File: src/rtl/stdio_pkg.sv
// Shared types and character helpers for the stdout path: hex digit encoding,
// line terminators and the byte-serializer state encoding.
package stdio_pkg;

    localparam logic [7:0] CHAR_CR   = 8'h0D;
    localparam logic [7:0] CHAR_LF   = 8'h0A;
    localparam logic [2:0] LAST_CHAR = 3'd5;

    typedef enum logic [1:0] {
        IDLE,
        START,
        DATA,
        STOP
    } tx_state_e;

    function automatic logic [7:0] nibble_to_ascii(logic [3:0] nib);
        return (nib < 4'd10) ? (8'h30 + {4'h0, nib}) : (8'h37 + {4'h0, nib});
    endfunction

    // Indices 0..3 are the nibbles MSB first, then CR, then LF.
    function automatic logic [7:0] char_at(logic [15:0] word, logic [2:0] idx);
        logic [7:0] c;
        case (idx)
            3'd0:    c = nibble_to_ascii(word[15:12]);
            3'd1:    c = nibble_to_ascii(word[11:8]);
            3'd2:    c = nibble_to_ascii(word[7:4]);
            3'd3:    c = nibble_to_ascii(word[3:0]);
            3'd4:    c = CHAR_CR;
            default: c = CHAR_LF;
        endcase
        return c;
    endfunction

endpackage

File: src/rtl/stdio_if.sv
// 16-bit valid/ready word channel between the stdout FIFO and its consumer.
interface stdio;
    logic        val;
    logic        rdy;
    logic [15:0] data;

    modport in     (input val, input data, output rdy);
    modport stdout (output val, output data, input rdy);
endinterface

File: src/rtl/uart_byte_tx.sv
// 8N1 byte serializer with a registered line output. A byte offered in the
// last STOP cycle starts immediately, so characters run back to back.
//
//   state | meaning
//   IDLE  | line high, ready for a byte
//   START | start bit (low) for CLKS_PER_BIT cycles
//   DATA  | eight data bits, LSB first
//   STOP  | stop bit (high); accepts the next byte on its last cycle
module uart_byte_tx
    import stdio_pkg::*;
#(
    parameter int unsigned CLKS_PER_BIT = 868
) (
    input  logic       clk_i,
    input  logic       rst_ni,
    input  logic [7:0] data,
    input  logic       val,
    output logic       rdy,
    output logic       tx_o
);

    localparam int unsigned    CW   = $clog2(CLKS_PER_BIT);
    localparam logic [CW-1:0]  LAST = CW'(CLKS_PER_BIT - 1);

    tx_state_e     state_q, state_d;
    logic [CW-1:0] baud_q, baud_d;
    logic [2:0]    bit_q, bit_d;
    logic [7:0]    byte_q, byte_d;
    logic          tx_q, tx_d;
    logic          bit_end;

    assign bit_end = (baud_q == LAST);

    always_ff @(posedge clk_i) begin
        if (!rst_ni) begin
            state_q <= IDLE;
            baud_q  <= '0;
            bit_q   <= '0;
            byte_q  <= '0;
            tx_q    <= 1'b1;
        end else begin
            state_q <= state_d;
            baud_q  <= baud_d;
            bit_q   <= bit_d;
            byte_q  <= byte_d;
            tx_q    <= tx_d;
        end
    end

    always_comb begin
        state_d = state_q;
        baud_d  = baud_q;
        bit_d   = bit_q;
        byte_d  = byte_q;
        case (state_q)
            IDLE: begin
                if (val) begin
                    state_d = START;
                    baud_d  = '0;
                    byte_d  = data;
                end
            end
            START: begin
                if (bit_end) begin
                    state_d = DATA;
                    baud_d  = '0;
                    bit_d   = 3'd0;
                end else begin
                    baud_d = baud_q + 1'b1;
                end
            end
            DATA: begin
                if (bit_end) begin
                    baud_d = '0;
                    if (bit_q == 3'd7) begin
                        state_d = STOP;
                    end else begin
                        bit_d = bit_q + 3'd1;
                    end
                end else begin
                    baud_d = baud_q + 1'b1;
                end
            end
            STOP: begin
                if (bit_end) begin
                    baud_d = '0;
                    if (val) begin
                        state_d = START;
                        byte_d  = data;
                    end else begin
                        state_d = IDLE;
                    end
                end else begin
                    baud_d = baud_q + 1'b1;
                end
            end
            default: state_d = IDLE;
        endcase
    end

    // Line level is computed from the next state so tx_o comes straight off a flop.
    always_comb begin
        tx_d = 1'b1;
        case (state_d)
            START:   tx_d = 1'b0;
            DATA:    tx_d = byte_d[bit_d];
            default: tx_d = 1'b1;
        endcase
        rdy = (state_q == IDLE) || ((state_q == STOP) && bit_end);
    end

    assign tx_o = tx_q;

endmodule

File: src/rtl/stdout_uart_tx.sv
// Renders each 16-bit stdout word as four hex digits plus CR LF on a UART line.
// One word in flight at a time; the next word is accepted one idle cycle after the last stop bit.
module stdout_uart_tx
    import stdio_pkg::*;
#(
    parameter int unsigned CLKS_PER_BIT = 868
) (
    input  logic clk_i,
    input  logic rst_ni,
    stdio.in     stdin,
    output logic tx_o,
    output logic busy_o
);

    if (CLKS_PER_BIT < 2) begin : g_param_check
        $error("stdout_uart_tx: CLKS_PER_BIT must be at least 2");
    end

    logic        active_q;
    logic [15:0] word_q;
    logic [2:0]  idx_q;
    logic        accept;
    logic        byte_val;
    logic        byte_rdy;
    logic [7:0]  byte_char;

    assign stdin.rdy = rst_ni && !active_q;
    assign accept    = stdin.val && stdin.rdy;

    // Character 0 comes straight from the bus so its start bit begins the cycle after accept.
    always_comb begin
        byte_val  = accept;
        byte_char = char_at(stdin.data, 3'd0);
        if (active_q) begin
            byte_val  = (idx_q != LAST_CHAR);
            byte_char = char_at(word_q, idx_q + 3'd1);
        end
    end

    always_ff @(posedge clk_i) begin
        if (!rst_ni) begin
            active_q <= 1'b0;
            word_q   <= '0;
            idx_q    <= '0;
        end else if (accept) begin
            active_q <= 1'b1;
            word_q   <= stdin.data;
            idx_q    <= '0;
        end else if (active_q && byte_rdy) begin
            if (byte_val) begin
                idx_q <= idx_q + 3'd1;
            end else begin
                active_q <= 1'b0;
            end
        end
    end

    assign busy_o = active_q;

    uart_byte_tx #(
        .CLKS_PER_BIT (CLKS_PER_BIT)
    ) u_byte_tx (
        .clk_i  (clk_i),
        .rst_ni (rst_ni),
        .data   (byte_char),
        .val    (byte_val),
        .rdy    (byte_rdy),
        .tx_o   (tx_o)
    );

endmodule

File: src/flat_wrapper.sv
// flat-port wrapper written by rule: the top's interface ports become plain ports
module stdout_uart_tx_flat import stdio_pkg::*;
#(
    parameter int unsigned CLKS_PER_BIT = 868
)
  (clk_i, rst_ni, tx_o, busy_o, stdin_val, stdin_data, stdin_rdy);
  stdio stdin_i ();
  input  logic clk_i;
  input  logic rst_ni;
  output logic tx_o;
  output logic busy_o;
  input wire logic [$bits(stdin_i.val)-1:0] stdin_val;
  input wire logic [$bits(stdin_i.data)-1:0] stdin_data;
  output wire logic [$bits(stdin_i.rdy)-1:0] stdin_rdy;
  assign stdin_i.val = stdin_val;
  assign stdin_i.data = stdin_data;
  assign stdin_rdy = stdin_i.rdy;
  stdout_uart_tx #(.CLKS_PER_BIT(CLKS_PER_BIT)) u_core (.clk_i(clk_i), .rst_ni(rst_ni), .stdin(stdin_i), .tx_o(tx_o), .busy_o(busy_o));
endmodule
File: config.mk
export PLATFORM = sky130hd
export DESIGN_NAME = stdout_uart_tx_flat
export DESIGN_NICKNAME = d
export VERILOG_FILES = /design/src/rtl/stdio_pkg.sv /design/src/rtl/stdio_if.sv /design/src/rtl/uart_byte_tx.sv /design/src/rtl/stdout_uart_tx.sv /design/src/flat_wrapper.sv
export SDC_FILE = /design/constraint.sdc
export NUM_CORES = 1
export LEC_CHECK = 0
export ABC_AREA = 0
export CAP_MARGIN = 15
export CORE_ASPECT_RATIO = 0.7
export CORE_UTILIZATION = 59
export DETAILED_ROUTE_END_ITERATION = 10
export GPL_ROUTABILITY_DRIVEN = 1
export HOLD_SLACK_MARGIN = 0.03
export MAX_ROUTING_LAYER = met4
export PLACE_DENSITY = 0.9
export SLEW_MARGIN = 10
export SYNTH_ARGS = -nofsm -noshare
export SYNTH_HDL_FRONTEND = slang
export SYNTH_SLANG_ARGS = --single-unit
export TNS_END_PERCENT = 100
File: constraint.sdc
create_clock -name clk_i -period 3.2 [get_ports clk_i]
set_input_delay 0.64 -clock clk_i [delete_from_list [all_inputs] [get_ports clk_i]]
set_output_delay 0.64 -clock clk_i [all_outputs]
set_load 0.02 [all_outputs]
After elaboration in Yosys (flattened, before gate mapping)
Index checks and enable logic that the tools add are counted.
Word-level totals
  output and inout port bits: 3
  flip-flop bits (word level): 44
  logic and storage cells: 86
Cells by class
  add/subtract/negate cells: 13
  bitwise operators: 1
  muxes and demuxes: 31
  magnitude comparators: 6
  equal/unequal tests: 14
  reductions and logical operators: 13
Operators with widths (count)
  $add 6x4->7 const A: 10
  $mux 8: 8
  $pmux 8 s5: 1
  $lt 4x4->1 const B: 5
  $mux 10: 2
  $pmux 10 s2: 1
  $pmux 8 s2: 1
  $add 10x1->10 const B: 1
  $eq 10x10->1 const B: 1
  $mux 2: 5
  $mux 3: 3
  $pmux 2 s4: 1
  $add 3x1->3 const B: 2
  $eq 2x2->1 const B: 3
  $eq 3x2->1 const B: 2
  $eq 3x3->1 const B: 2
  $mux 1: 6
  $pmux 3 s2: 1
  $eq 2x1->1 const B: 2
  $logic_and 1x1->1: 4
  $lt 3x4->1 const B: 1
  $ne 2x1->1 const B: 2
  $reduce_and 2->1: 2
  $bmux 1 s3: 1
  other kinds (11): 11

Depth between registers and ports, before layout
Gate-level depths: netlist (run 1).
  depth in word-level cells: 10
  gate-level depth with buffers: 11

Hierarchy
A second synthesis (run 1) with hierarchy kept.
Unflattened totals
  cell total of the unflattened synthesis: 356
  area, all modules: 2886.5 um2
By module, submodules not included
  stdout_uart_tx: cells each 215, area an instance 1546.5 um2, times used 1, sequential area each 400.4 um2
  uart_byte_tx: cells each 141, area an instance 1340.0 um2, times used 1, sequential area each 480.5 um2

Worst setup path after synthesis (run 1)
OpenSTA, ideal clock, no wires.
  path kind: input to register
  start point: in rst_ni
  end point: reg u_core.u_byte_tx.tx_q, in the netlist u_core.u_byte_tx.tx_o
  slack: 811 ps
  data required time: 3087 ps
  setup time: 113 ps
  arrival: 2276 ps
  buffers on the path: 1
  stages: 9
  path through: clkbuf_2 > nand3b_2 > nand3_1 > a32oi_4 > and2_1 > or4_1 > nand3_1 > o311a_2 > o21ai_2
On the way
  longest elaborated chain between the ends: 9
  elaborated cells on any way between the ends: 15
  classes of those cells: 2 x eq/ne; 11 x mux; 2 x reduce/logical
RTL lines
  start: declaration: line flat_wrapper.sv:9  | input logic rst_ni;
  $logic_and 1x1->1: line stdout_uart_tx.sv:27  | assign stdin.rdy = rst_ni && !active_q;
  $logic_and 1x1->1: line stdout_uart_tx.sv:28  | assign accept = stdin.val && stdin.rdy;
  $mux 1: line stdout_uart_tx.sv:34  | if (active_q) begin
  $mux 8: line uart_byte_tx.sv:57, uart_byte_tx.sv:87
  $mux 8: line uart_byte_tx.sv:85  | if (bit_end) begin
  $pmux 8 s2: line uart_byte_tx.sv:55  | case (state_q)
  $bmux 1 s3: line uart_byte_tx.sv:106  | DATA: tx_d = byte_d[bit_d];
  $mux 1 (implied by the code): line uart_byte_tx.sv:106
  $pmux 1 s2: line uart_byte_tx.sv:104  | case (state_d)
  end signal: assignment: line uart_byte_tx.sv:46  | tx_q <= tx_d;
  end: declaration: line uart_byte_tx.sv:29  | logic tx_q, tx_d;
Parallel ways exist; a longest one is shown, timed or not. The select of a mux whose other input is x is not followed.
A chain may end at the register's enable or synchronous reset.

Final worst setup path (run 1)
  start point: reg u_core.idx_q[0]
  end point: reg u_core.u_byte_tx.tx_q, in the netlist u_core.u_byte_tx.tx_o
On the way
  longest elaborated chain between the ends: 10
  elaborated cells on any way between the ends: 22
  classes of those cells: 1 x add/sub; 7 x eq/ne; 13 x mux; 1 x reduce/logical
RTL lines
  start: declaration: line stdout_uart_tx.sv:21  | logic [2:0] idx_q;
  start signal: assignment: line stdout_uart_tx.sv:51  | idx_q <= idx_q + 3'd1;
  $add 3x1->3: line stdout_uart_tx.sv:36  | byte_char = char_at(word_q, idx_q + 3'd1);
  $eq 3x3->1 (tied with other cells): line stdio_pkg.sv:23  | case (idx)
  $pmux 8 s5: line stdio_pkg.sv:23
  $mux 8: line stdout_uart_tx.sv:34
  $mux 8: line uart_byte_tx.sv:57, uart_byte_tx.sv:87
  $mux 8: line uart_byte_tx.sv:85
  $pmux 8 s2: line uart_byte_tx.sv:55
  $bmux 1 s3: line uart_byte_tx.sv:106
  $mux 1 (implied by the code): line uart_byte_tx.sv:106
  $pmux 1 s2 *: line uart_byte_tx.sv:104
Every way passes the cells marked *; elsewhere a longest branch is shown, timed or not. The select of a mux whose other input is x is not followed.

==> impl_metrics.tcl, run 1 <==
set metrics [dict create \
    clkLatencyLatePin_ps 300 \
    design.core.area_um2 4860 \
    drive_gt1_frac 0.100 \
    crit_slowest_cell "xnor2_1" \
    holdCritStartpoint "u_core.word_q[8]$_SDFFE_PN0P_" \
    cts_buffers 5 \
    critPathArrivalTime_ps 3190 \
    synthFlopType "dfxtp_1" \
    dpl.hpwl_mm 5.25 \
    cts_hold_buffers 0 \
    synthTopCellsByArea "dfxtp_1 29%, nand2_1 7.7%, ha_1 6.6%, nand3_1 5.0%, o21ai_0 4.8%" \
    r2r_cells 9 \
    ys_seq_area_frac 0.291 \
    drtIter0Drc 290 \
    synthAdderAreaFrac 0.0661 \
    die_w_um 87.6 \
    crit_family "compound AO/OA/AOI/OAI gates" \
    grt_pass1_vias 2382 \
    period_needed_ps 2950 \
    drt.antenna.violating_nets 0 \
    hold-path-endpoint "u_core.word_q[8]$_SDFFE_PN0P_" \
    cts_root_buf "clkbuf_8" \
    synth.area.mux_share 0.00331 \
    yosys.area_share.simple 0.292 \
    syn_area_um2 3030 \
    num_io_pins 22 \
    finalSetupViolCount 0 \
    leakage_nw 1.29 \
    synth.top_cells.by_count "62 x nand2_1, 44 x dfxtp_1, 30 x nand3_1, 29 x o21ai_0, 21 x inv_1" \
    yosysUniqueCellTypes 70 \
    yosysWarnings 0 \
    final_max_slew_viol_count 0 \
    place_area_um2 3270 \
    antenna_found_initial 0 \
    clock_skew_ps 10.9 \
    crit_required_ps 3450 \
    start_kind "register" \
    core.rowCount 21 \
    vias 2954 \
    fmaxAchievable_mhz 340 \
    n_fill_cell 387 \
    worstSetupEndpointType "register" \
    hold_path_depth 2 \
    path_buf_inv 0 \
    globalplace.congestion 0.939 \
    grt_pass1_wl_mm 11.5 \
    final_area_um2 3370 \
    avgSynthCellArea_um2 7.92 \
    start_util 0.623 \
    syn2layout_area_growth_pct 11.2 \
    power_mw 1.32 \
    cpPeakStageDelay_ps 710 \
    synth_top_area_share 0.291 \
    antennaDiodeCount 0 \
    timing.rr.start "u_core.idx_q[0]$_SDFFE_PP0P_" \
    die_area_um2 5420 \
    hold_class "reg -> reg" \
    status "finished clean" \
    cts_tree "yes" \
    grt_max_degree 42 \
    drcViolationCount 0 \
    power-per-cell-area_nw_per_um2 391 \
    utilization 0.693 \
    setup-tns-final_ps 0 \
    async_reset_ff_frac 0 \
    synth_nets 417 \
    drt_pass1_iterations 6 \
    cts_resized 0 \
    routedWlPerCell_um 15.2 \
    ir_worst_vdd_mv 0.303 \
    finalWirelength_mm 7.14 \
    slew_headroom 0.415 \
    synth_compound_area_frac 0.265 \
    r2r_slack_ps 250 \
    synth-seq-cells 44 \
    fin_crit_sh 0.920 \
    synth-edff-count 0 \
    synth_top_family_by_area "simple AND/OR/NAND/NOR gates" \
    yosysMostFrequentCell "nand2_1" \
    h-tree-depth 2 \
    clock_sinks 44 \
    grt_usage 0.285 \
    fin_nets 434 \
    synthCells 382 \
    path_clk_slew_ps 90 \
    synth_xor_area_frac 0.0232 \
    crit_type "reg -> reg" \
    maxCapViolations 0 \
    crit_fanout 12 \
    rsz0062_at_grt "no" \
    r2r_end "u_core.u_byte_tx.tx_o$_SDFF_PN1_" \
    die_y_um 61.9 \
    yosysTopAreaCell "dfxtp_1" \
    worst_pin_slew_ps 871 \
    cts_buffer_depth 2 \
    routed_via_density 6.30 \
    path_cells "ha_1 -> xnor2_1 -> and2_1 -> a32oi_1 -> a2111oi_0 -> or4_1 -> nand3_1 -> o311a_2 -> o21ai_2" \
    overflow 0 \
    cp_num_cells 9 \
    hold_viol_final 0 \
    numPortBuffers 21 \
    cts_setup_buffers 0 \
]
## layout make-up
class	instances	area [µm²]	area share
well taps	69	86.3	0.0256
clock inverters	2	10.0	0.00297
flip-flops and latches	44	881	0.262
inverters	21	78.8	0.0234
multi-input cells	299	1970	0.584
repair buffers	28	263	0.0780
clock buffers	6	82.6	0.0245
## cells by family (layout without fill, tap and decap cells)
| kind of cell | count (synthesis) | after routing |
|---|---|---|
| and+or+nand+nor | 166 | 166 |
| xor gates and xnor gates | 8 | 8 |
| DFF | 44 | 44 |
| adders and majority gates | 16 | 16 |
| buffers and inverters | 39 | 57 |
| muxes | 1 | 1 |
| AOI/OAI and AO/OA | 108 | 108 |
## worst max path at each step
stage / startpoint / endpoint
5_1_grt: u_core.idx_q[0]$_SDFFE_PP0P_ / u_core.u_byte_tx.tx_o$_SDFF_PN1_
2_1_floorplan: rst_ni / u_core.u_byte_tx.tx_o$_SDFF_PN1_
4_1_cts: u_core.idx_q[0]$_SDFFE_PP0P_ / u_core.u_byte_tx.tx_o$_SDFF_PN1_
3_5_place_dp: stdin_data[13] / u_core.u_byte_tx.tx_o$_SDFF_PN1_
6_report: u_core.idx_q[0]$_SDFFE_PP0P_ / u_core.u_byte_tx.tx_o$_SDFF_PN1_
3_3_place_gp: stdin_data[13] / u_core.u_byte_tx.tx_o$_SDFF_PN1_
## tightest hold or removal path, stage by stage, from the launching register on
cell and delay [ps]:
dfxtp_1 310, nand3_1 60, nand2_1 40
## flip-flops by register name (all words and copies together), names as in the netlist
register	cells
u_core.busy_o	1
u_core.u_byte_tx.state_q	2
u_core.u_byte_tx.tx_o	1
u_core.u_byte_tx.byte_q	8
u_core.u_byte_tx.bit_q	3
u_core.word_q	16
u_core.idx_q	3
u_core.u_byte_tx.baud_q	10
## stage by stage
stage / instances / hold WS (ps) / setup WS (ps)
2_1_floorplan: 382 / 434 / 811
5_1_grt: 469 / 493 / 6.29
4_1_cts: 469 / 459 / 323
6_report: 469 / 458 / 255
3_5_place_dp: 461 / 446 / 217
3_3_place_gp: 461 / 444 / 281
## routing by layer
metal  wire, µm  global-route usage  vias to the layer above
li1           -                   -                     1422
met1       3420               0.408                     1352
met2       2880               0.410                      162
met3        765              0.0674                       18
met4         78              0.0515                        0
met5          0                   -                        -
## power breakdown
part	total [mW]	internal, mW	switching [mW]
clock network	0.369	0.173	0.197
logic	0.328	0.140	0.188
registers	0.618	0.582	0.0356
## cells in the final DEF (no fill, tap or decap), types with 5 or more instances in the layout
cell	count
and3_1	5
ha_1	16
and2_1	12
a21oi_1	16
xnor2_1	7
inv_1	21
nor2b_1	14
dfxtp_1	44
clkbuf_8	6
o21ai_0	29
nand3_1	30
nand2_1	62
buf_4	7
nor2_1	11
o211ai_1	5
a21boi_0	7
clkdlybuf4s50_1	21
Power figures use the tool's default switching activity.
==> run 2, diff against run 1 <==
--- a/config.mk
+++ b/config.mk
@@ -14,6 +14,7 @@
 export HOLD_SLACK_MARGIN = 0.03
 export MAX_ROUTING_LAYER = met4
 export PLACE_DENSITY = 0.9
+export SKIP_CTS_REPAIR_TIMING = 1
 export SLEW_MARGIN = 10
 export SYNTH_ARGS = -nofsm -noshare
 export SYNTH_HDL_FRONTEND = slang
==> results of run 2 <==
The final DEF is identical to that of run 1; final timing and power are the same.
==> run 3, diff against run 2 <==
--- a/config.mk
+++ b/config.mk
@@ -11,9 +11,9 @@
 export CORE_UTILIZATION = 59
 export DETAILED_ROUTE_END_ITERATION = 10
 export GPL_ROUTABILITY_DRIVEN = 1
-export HOLD_SLACK_MARGIN = 0.03
 export MAX_ROUTING_LAYER = met4
 export PLACE_DENSITY = 0.9
+export RECOVER_POWER = 25
 export SKIP_CTS_REPAIR_TIMING = 1
 export SLEW_MARGIN = 10
 export SYNTH_ARGS = -nofsm -noshare
==> impl_metrics.tcl, run 3 (synthesis gave the netlist of run 1 again) <==
set metrics [dict create \
    die_area_um2 5420 \
    largest_reg_flops 16 \
    cts_buffer_depth 2 \
    drive_gt1_frac 0.0975 \
    largest_register "u_core.word_q" \
    crit_required_ps 3440 \
    antenna_found_initial 0 \
    drtIter0Drc 350 \
    clock_sinks 44 \
    drt_pass1_iterations 7 \
    routed_via_density 6.31 \
    worstSetupEndpointType "register" \
    dpl.hpwl_mm 5.25 \
    clkLatencyLatePin_ps 300 \
    die_y_um 61.9 \
    syn2layout_area_growth_pct 11.1 \
    setup-tns-final_ps 0 \
    violations "max-capacitance violations, max-slew violations" \
    layout_common_cells "62 x nand2_1, 44 x dfxtp_1, 30 x nand3_1" \
    grt_pass1_wl_mm 11.5 \
    layout_commonest_cell "nand2_1" \
    finalWirelength_mm 7.19 \
    hold_class "reg -> reg" \
    cts_tree "yes" \
    n_fill_cell 388 \
    fmaxAchievable_mhz 337 \
    clock_skew_ps 9.52 \
    cts_buffers 5 \
    vias 2958 \
    rsz0062_at_grt "no" \
    largest_registers "u_core.word_q: 16 flops, u_core.u_byte_tx.baud_q: 10 flops, u_core.u_byte_tx.byte_q: 8 flops" \
    die_w_um 87.6 \
    maxCapViolations 1 \
    slew_headroom -0.110 \
    drcViolationCount 0 \
    cts_root_buf "clkbuf_8" \
    crit_type "reg -> reg" \
    worst_pin_slew_ps 1670 \
    status "complete, but fails checks" \
    core.rowCount 21 \
    period_needed_ps 2970 \
    start_util 0.623 \
    numPortBuffers 21 \
    grt_max_degree 42 \
    grt_pass1_vias 2382 \
    utilization 0.692 \
    routedWlPerCell_um 15.3 \
    overflow 0 \
    power-per-cell-area_nw_per_um2 389 \
    h-tree-depth 2 \
    ir_worst_vdd_mv 0.299 \
    critPathArrivalTime_ps 3210 \
    leakage_nw 1.29 \
    pre_cts_slack_ps 217 \
    power_mw 1.31 \
    num_io_pins 22 \
    dp_cells 461 \
    crit_fanout 12 \
    finalSetupViolCount 0 \
    drt.antenna.violating_nets 0 \
    fin_crit_sh 0.927 \
    path_clk_slew_ps 80 \
    hold_viol_final 0 \
    design.core.area_um2 4860 \
    start_kind "register" \
    finalNonFillerCells 469 \
    fin_nets 434 \
    grt_usage 0.285 \
    final_max_slew_viol_count 42 \
    antennaDiodeCount 0 \
    globalplace.congestion 0.939 \
    setup_ws_ps 234 \
]
## run 3: changes by cell type in the layout (fill, tap and decap cells not counted)
cell             delta
clkdlybuf4s50_1     -2
dlygate4sd3_1       +2
clkbuf_1            +1
buf_4               -1
## run 3: final cells by class
type / instances / area, µm² / share of cell area
timing repair buffer: 28 / 259 / 0.0770
clock inverter: 2 / 10.0 / 0.00298
clock buffer: 6 / 82.6 / 0.0246
inverter: 21 / 78.8 / 0.0234
multi-input combinational: 299 / 1970 / 0.584
sequential: 44 / 881 / 0.262
tap: 69 / 86.3 / 0.0257
## run 3: path summary, 6_finish.rpt
kind	startpoint	endpoint	slack [ps]	depth (start not counted)
min	u_core.word_q[8]$_SDFFE_PN0P_	u_core.word_q[8]$_SDFFE_PN0P_	460	2
max reg2reg	u_core.idx_q[0]$_SDFFE_PP0P_	u_core.u_byte_tx.tx_o$_SDFF_PN1_	230	9
max	u_core.idx_q[0]$_SDFFE_PP0P_	u_core.u_byte_tx.tx_o$_SDFF_PN1_	230	9
min reg2reg	u_core.word_q[8]$_SDFFE_PN0P_	u_core.word_q[8]$_SDFFE_PN0P_	460	2
## run 3: worst max-delay path: stages (launching register included)
cell       delay, ps
dfxtp_1          360
ha_1             270
xnor2_1          720
and2_1           320
a32oi_1          110
a2111oi_0        550
or4_1            210
nand3_1           80
o311a_2          160
o21ai_2          130
## run 3: layer usage
metal,vias to the layer above,GRT usage,wire [µm]
met4,0,0.0515,71
met3,17,0.0674,839
met5,-,-,0
li1,1424,-,-
met2,163,0.410,2960
met1,1354,0.408,3310
## run 3: report_power, final
| group | switching [mW] | internal [mW] |
|---|---|---|
| Clock | 0.191 | 0.172 |
| Combinational | 0.188 | 0.139 |
| Sequential | 0.0359 | 0.582 |
## run 3: metrics by stage
step                hold slack (ps)  cell area, µm²
finish                          458            3360
floorplan                       434            3030
detailed placement              446            3270
global route                    493            3360
global placement                444            3270
CTS                             459            3370
